`config.mk`:
```
export PLATFORM = sky130hd
export DESIGN_NAME = pc_fetch
export DESIGN_NICKNAME = d
export VERILOG_FILES = /design/src/rtl/pc_fetch.sv
export SDC_FILE = /design/constraint.sdc
export NUM_CORES = 1
export LEC_CHECK = 0
export ABC_AREA = 1
export CAP_MARGIN = 25
export CORE_AREA = 2 2 118 120
export CTS_CLUSTER_SIZE = 20
export DETAILED_ROUTE_END_ITERATION = 6
export DIE_AREA = 0 0 120 122
export GPL_TIMING_DRIVEN = 1
export HOLD_SLACK_MARGIN = 0.15
export PLACE_DENSITY = 0.8
export SYNTH_ARGS = -nofsm -noshare
export SYNTH_HDL_FRONTEND = slang
export SYNTH_SLANG_ARGS = --single-unit
```
`constraint.sdc`:
```
create_clock -name clk -period 2 [get_ports clk]
set_clock_uncertainty 0.1 [all_clocks]
set_input_delay 0.4 -clock clk [delete_from_list [all_inputs] [get_ports clk]]
set_output_delay 0.4 -clock clk [all_outputs]
set_load 0.03 [all_outputs]
```
`src/rtl/pc_fetch.sv`:
```
// ---------------------------------------------------------------------------
// pc_fetch -- single-outstanding-request instruction fetch stage.
//
// Holds the current PC, issues one instruction-memory request at a time, and
// presents the fetched word to the downstream consumer until it is taken.
// A redirect (flush) can arrive in any state; if it lands while a memory
// response is still outstanding, the stage parks in DROP until that stale
// response has drained, so that no wrong-path word ever reaches inst.
//
// Ports
//   clk         : single clock, all state updates on the rising edge
//   rst_n       : synchronous active-low reset
//   pc_din      : next PC from the PC-select stage, taken on consume only
//   flush       : redirect request, highest priority after reset
//   flush_pc    : redirect target, taken when flush=1
//   imem_req    : instruction memory request (high in REQ)
//   imem_addr   : request address, always equal to pc
//   imem_rdy    : memory response valid (meaningful in REQ/DROP only)
//   imem_rdata  : instruction word, valid with imem_rdy
//   pc          : PC of the current/held instruction
//   npc         : pc + 4, modulo 2^32, combinational
//   inst        : held instruction word
//   inst_valid  : inst is valid for the consumer (HOLD only)
//   inst_ready  : consumer accepts inst this cycle
//   fetch_err   : one-cycle pulse after a misaligned PC load
//   fetch_cnt   : count of consumed instructions, wraps
// ---------------------------------------------------------------------------
module pc_fetch #(
  parameter logic [31:0] RESET_PC = 32'h0000_0000,
  parameter int          CNT_W    = 32
) (
  input  logic             clk,
  input  logic             rst_n,
  input  logic [31:0]      pc_din,
  input  logic             flush,
  input  logic [31:0]      flush_pc,
  output logic             imem_req,
  output logic [31:0]      imem_addr,
  input  logic             imem_rdy,
  input  logic [31:0]      imem_rdata,
  output logic [31:0]      pc,
  output logic [31:0]      npc,
  output logic [31:0]      inst,
  output logic             inst_valid,
  input  logic             inst_ready,
  output logic             fetch_err,
  output logic [CNT_W-1:0] fetch_cnt
);

  typedef enum logic [1:0] {
    ST_IDLE = 2'd0,
    ST_REQ  = 2'd1,
    ST_HOLD = 2'd2,
    ST_DROP = 2'd3
  } state_t;

  // Word-align a PC by clearing the two low bits.
  function automatic logic [31:0] align_pc(input logic [31:0] addr);
    return {addr[31:2], 2'b00};
  endfunction

  // A PC is misaligned when either of its two low bits is set.
  function automatic logic is_misaligned(input logic [31:0] addr);
    return (addr[1:0] != 2'b00);
  endfunction

  state_t             state_r;
  state_t             state_s;
  logic [31:0]        pc_r;
  logic [31:0]        pc_s;
  logic [31:0]        inst_r;
  logic [31:0]        inst_s;
  logic [CNT_W-1:0]   cnt_r;
  logic [CNT_W-1:0]   cnt_s;
  logic               err_r;
  logic               err_s;

  logic               consume_s;
  logic               capture_s;
  logic               pc_load_s;
  logic [31:0]        pc_src_s;

  // Handshake decode: flush always overrides a consume in the same cycle.
  always_comb begin
    consume_s = 1'b0;
    capture_s = 1'b0;
    if (flush) begin
      consume_s = 1'b0;
      capture_s = 1'b0;
    end else begin
      consume_s = (state_r == ST_HOLD) && inst_ready;
      capture_s = (state_r == ST_REQ) && imem_rdy;
    end
  end

  // PC source select: redirect target wins over the consumer's next PC.
  always_comb begin
    pc_load_s = flush || consume_s;
    pc_src_s  = pc_din;
    if (flush) begin
      pc_src_s = flush_pc;
    end else begin
      pc_src_s = pc_din;
    end
  end

  // State register with synchronous active-low reset.
  always_ff @(posedge clk) begin
    if (!rst_n) begin
      state_r <= ST_IDLE;
    end else begin
      state_r <= state_s;
    end
  end

  // Next-state logic.
  always_comb begin
    state_s = state_r;
    case (state_r)
      ST_IDLE: begin
        state_s = ST_REQ;
      end
      ST_REQ: begin
        if (flush) begin
          // A response arriving with the flush is already consumed by the
          // memory, so no drain is needed in that case.
          if (imem_rdy) begin
            state_s = ST_REQ;
          end else begin
            state_s = ST_DROP;
          end
        end else if (imem_rdy) begin
          state_s = ST_HOLD;
        end else begin
          state_s = ST_REQ;
        end
      end
      ST_HOLD: begin
        if (flush || consume_s) begin
          state_s = ST_REQ;
        end else begin
          state_s = ST_HOLD;
        end
      end
      ST_DROP: begin
        // The stale response is the only thing that ends DROP; a further
        // flush only retargets pc. If the stale response and a flush coincide
        // the response is still drained, otherwise the stage would wait for
        // a reply that never comes.
        if (imem_rdy) begin
          state_s = ST_REQ;
        end else begin
          state_s = ST_DROP;
        end
      end
      default: begin
        state_s = ST_IDLE;
      end
    endcase
  end

  // Datapath next values: pc, held word, consume counter, error pulse.
  always_comb begin
    pc_s   = pc_r;
    inst_s = inst_r;
    cnt_s  = cnt_r;
    err_s  = 1'b0;
    if (pc_load_s) begin
      pc_s  = align_pc(pc_src_s);
      err_s = is_misaligned(pc_src_s);
    end else begin
      pc_s  = pc_r;
      err_s = 1'b0;
    end
    if (capture_s) begin
      inst_s = imem_rdata;
    end else begin
      inst_s = inst_r;
    end
    if (consume_s) begin
      cnt_s = cnt_r + CNT_W'(1'b1);
    end else begin
      cnt_s = cnt_r;
    end
  end

  // Datapath registers with synchronous active-low reset.
  always_ff @(posedge clk) begin
    if (!rst_n) begin
      pc_r   <= RESET_PC;
      inst_r <= 32'h0000_0000;
      cnt_r  <= '0;
      err_r  <= 1'b0;
    end else begin
      pc_r   <= pc_s;
      inst_r <= inst_s;
      cnt_r  <= cnt_s;
      err_r  <= err_s;
    end
  end

  // Output decode from registered state only; no input-to-output paths
  // except the npc adder on the registered pc.
  always_comb begin
    imem_req   = 1'b0;
    inst_valid = 1'b0;
    case (state_r)
      ST_IDLE: begin
        imem_req   = 1'b0;
        inst_valid = 1'b0;
      end
      ST_REQ: begin
        imem_req   = 1'b1;
        inst_valid = 1'b0;
      end
      ST_HOLD: begin
        imem_req   = 1'b0;
        inst_valid = 1'b1;
      end
      ST_DROP: begin
        imem_req   = 1'b0;
        inst_valid = 1'b0;
      end
      default: begin
        imem_req   = 1'b0;
        inst_valid = 1'b0;
      end
    endcase
  end

  assign imem_addr = pc_r;
  assign pc        = pc_r;
  assign npc       = pc_r + 32'd4;
  assign inst      = inst_r;
  assign fetch_err = err_r;
  assign fetch_cnt = cnt_r;

endmodule

```
==> qor.yml <==
max_freq_mhz: 435
grt_pass1_vias: 6009
crit_path_end: "npc[28]"
yosysSeqAreaShare_pct: 36.2
worst_slack_ps: -299
startpoint_type: "flip-flop"
initial_core_util_pct: 39.7
cp_max_fo: 4
max_cap_violations: 0
htree_num_levels: 3
rsz0062_at_grt: "true"
hold_buffers: 0
grtUsageTotal_pct: 25.8
vias_per_cell: 5.06
wirelength_mm: 19.9
die_h_um: 122
synthTopCellsByArea: "dfxtp_1 36%, nand2_1 13%, nor2_1 10%"
dp_hpwl_mm: 14.2
antenna_left: 0
die_w_um: 120
worstPathArrival_ps: 1800
slew_violations: 0
async_flop_share_pct: 0
rrSetupSlack_ps: 290
grt_max_degree: 90
core-area_um2: 13500
nets: 1192
syn-cell-area_um2: 5370
worstPathRequired_ps: 1500
final_layout_size_suffix_gt1_share_pct: 22.6
drt_pass1_iterations: 5
synth_area_leader_cell: "dfxtp_1"
powerDensity_nw_per_um2: 599
p_leak_nw: 4.52
antenna_found_initial: 0
fin_area_um2: 9390
wl_per_cell_um: 15.7
die_area_um2: 14600
cts.sinks: 97
startpoint: "imem_addr[10]"
syn2layout_area_growth_pct: 74.9
end_kind: "output pin"
worstReg2RegEnd: "fetch_cnt[22]"
min_path_type: "reg -> reg"
numCtsBuffers: 9
clk_latency_ps: 340
reg2reg_depth: 8
rows: 43
drc: 0
outcome: "finished, violations left"
clock_path_buffers: 2
grt_pass1_wl_mm: 30.0
gr-total-overflow: 0
violations: "negative setup slack"
placed_area_um2: 8500
timing.final.crit_share_pct: 115
ys_types: 36
root_buffer: "clkbuf_16"
path_class: "reg -> out"
antenna_cells: 0
yosysTopAreaCellShare_pct: 36.2
io_buffers: 257
num-fill-cells: 1115
syn_avg_cell_area_um2: 6.70
fin_crit_ps: 2300
hold_viol_final: 0
yosysWarnings: 0
reg2reg_from: "fetch_cnt[0]"
dr_total_vias: 6438
dp_slack_ps: -132
cts_tree: "built"
drt_first_iter_violations: 365
layout_common_cells: "162 x nand2_1, 150 x clkdlybuf4s50_1, 131 x nor2_1, 74 x o21ai_0, 72 x dfxtp_1"
synth-edff-count: 0
final_common_cell: "nand2_1"
gp_congestion: 0.890
finalSetupTns_ps: -5290
postSynthCellCount: 801
ys_seq_elements: 97
ioPinCount: 264
ys.flop_type: "dfxtp_1"
setup_viol: 27
vdd_ir_drop_max_v: 0.000460
clk_pin_slew_ps: 70
[worst min path at each step]
stage	start	endpoint	slack, ps	depth (start not counted)
finish	fetch_cnt[6]	fetch_cnt[6]	380	2
global route	fetch_cnt[6]	fetch_cnt[6]	410	2
CTS	fetch_cnt[6]	fetch_cnt[6]	390	2
detailed placement	inst[25]	inst[25]	370	2
global placement	inst[28]	inst[28]	360	2
floorplan	pc_din[2]	imem_addr[2]	450	2
[cell type report]
cell class	instances	area (µm²)	share of cell area (%)
Clock buffer	9	225	2.40
Clock inverter	7	125	1.33
Inverter	71	272	2.89
Multi-Input combinational cell	571	3250	34.6
Sequential cell	97	2010	21.4
Tap cell	180	225	2.40
Timing Repair Buffer	338	3290	35.0
[stage by stage]
step	cells	total power, mW	utilization [%]	hold slack [ps]
finish	1273	5.63	69.5	383
global route	1273	5.86	69.5	405
CTS	1272	5.64	67.6	387
detailed placement	1244	3.61	62.9	371
global placement	1244	3.59	62.9	361
floorplan	806	2.94	-	450
[power by group]
part           leakage [nW]  internal [mW]  switching (mW)
clock network         0.171           1.24           0.791
registers             0.804           2.02           0.102
logic                  3.54          0.651           0.823
[metal layers]
| layer | up-vias | track usage (%) | wire, µm |
|---|---|---|---|
| met5 | - | 0 | 0 |
| met4 | 0 | 11.3 | 763 |
| met3 | 58 | 6.27 | 1550 |
| met2 | 304 | 46.8 | 10000 |
| met1 | 2969 | 28.6 | 7590 |
| li1 | 3107 | - | - |
[state kept, by name (all words and copies together) (netlist names)]
| signal | cells |
|---|---|
| state_r | 2 |
| fetch_err | 1 |
| fetch_cnt | 32 |
| inst | 32 |
| imem_addr | 30 |
[cells by family (layout without fill, tap and decap cells)]
kind of cell,count (synthesis),count (layout),share of synthesized area [%]
simple gates,415,415,33.9
buf+inv,138,425,12.6
compound gates,119,119,12.0
flops,97,97,36.2
xor+xnor,28,28,4.57
fa+ha+maj,3,3,0.699
other cells,1,6,0.0699
[cell usage after synthesis (2+ instances only)]
cell	n
nand2_1	179
nor2_1	146
dfxtp_1	97
o21ai_0	74
inv_1	66
buf_4	36
a31oi_1	30
nand3_1	27
clkbuf_1	20
nand4_1	19
nor3_1	19
xor2_1	17
xnor2_1	11
a21oi_1	10
buf_2	6
nand3_2	5
nor2_4	5
inv_2	4
buf_1	3
ha_1	3
nand2_2	3
nor2_2	3
buf_6	2
nand3_4	2
nand3b_1	2
o21bai_1	2
[timing repair]
item,4_1_cts,5_1_grt
cloned,0,0
resized for setup,128,84
pin swaps,33,27
setup buffers,13,5
endpoints found under the setup margin,81,52
[worst max-delay path, stage by stage, from the launching register on]
cell,delay [ps]
dfxtp_4,380
inv_4,50
nor3_4,210
buf_6,140
nand2_2,50
nor2_2,140
buf_6,140
nand2_4,60
xnor2_2,140
buf_6,150
Power figures use the tool's default switching activity.
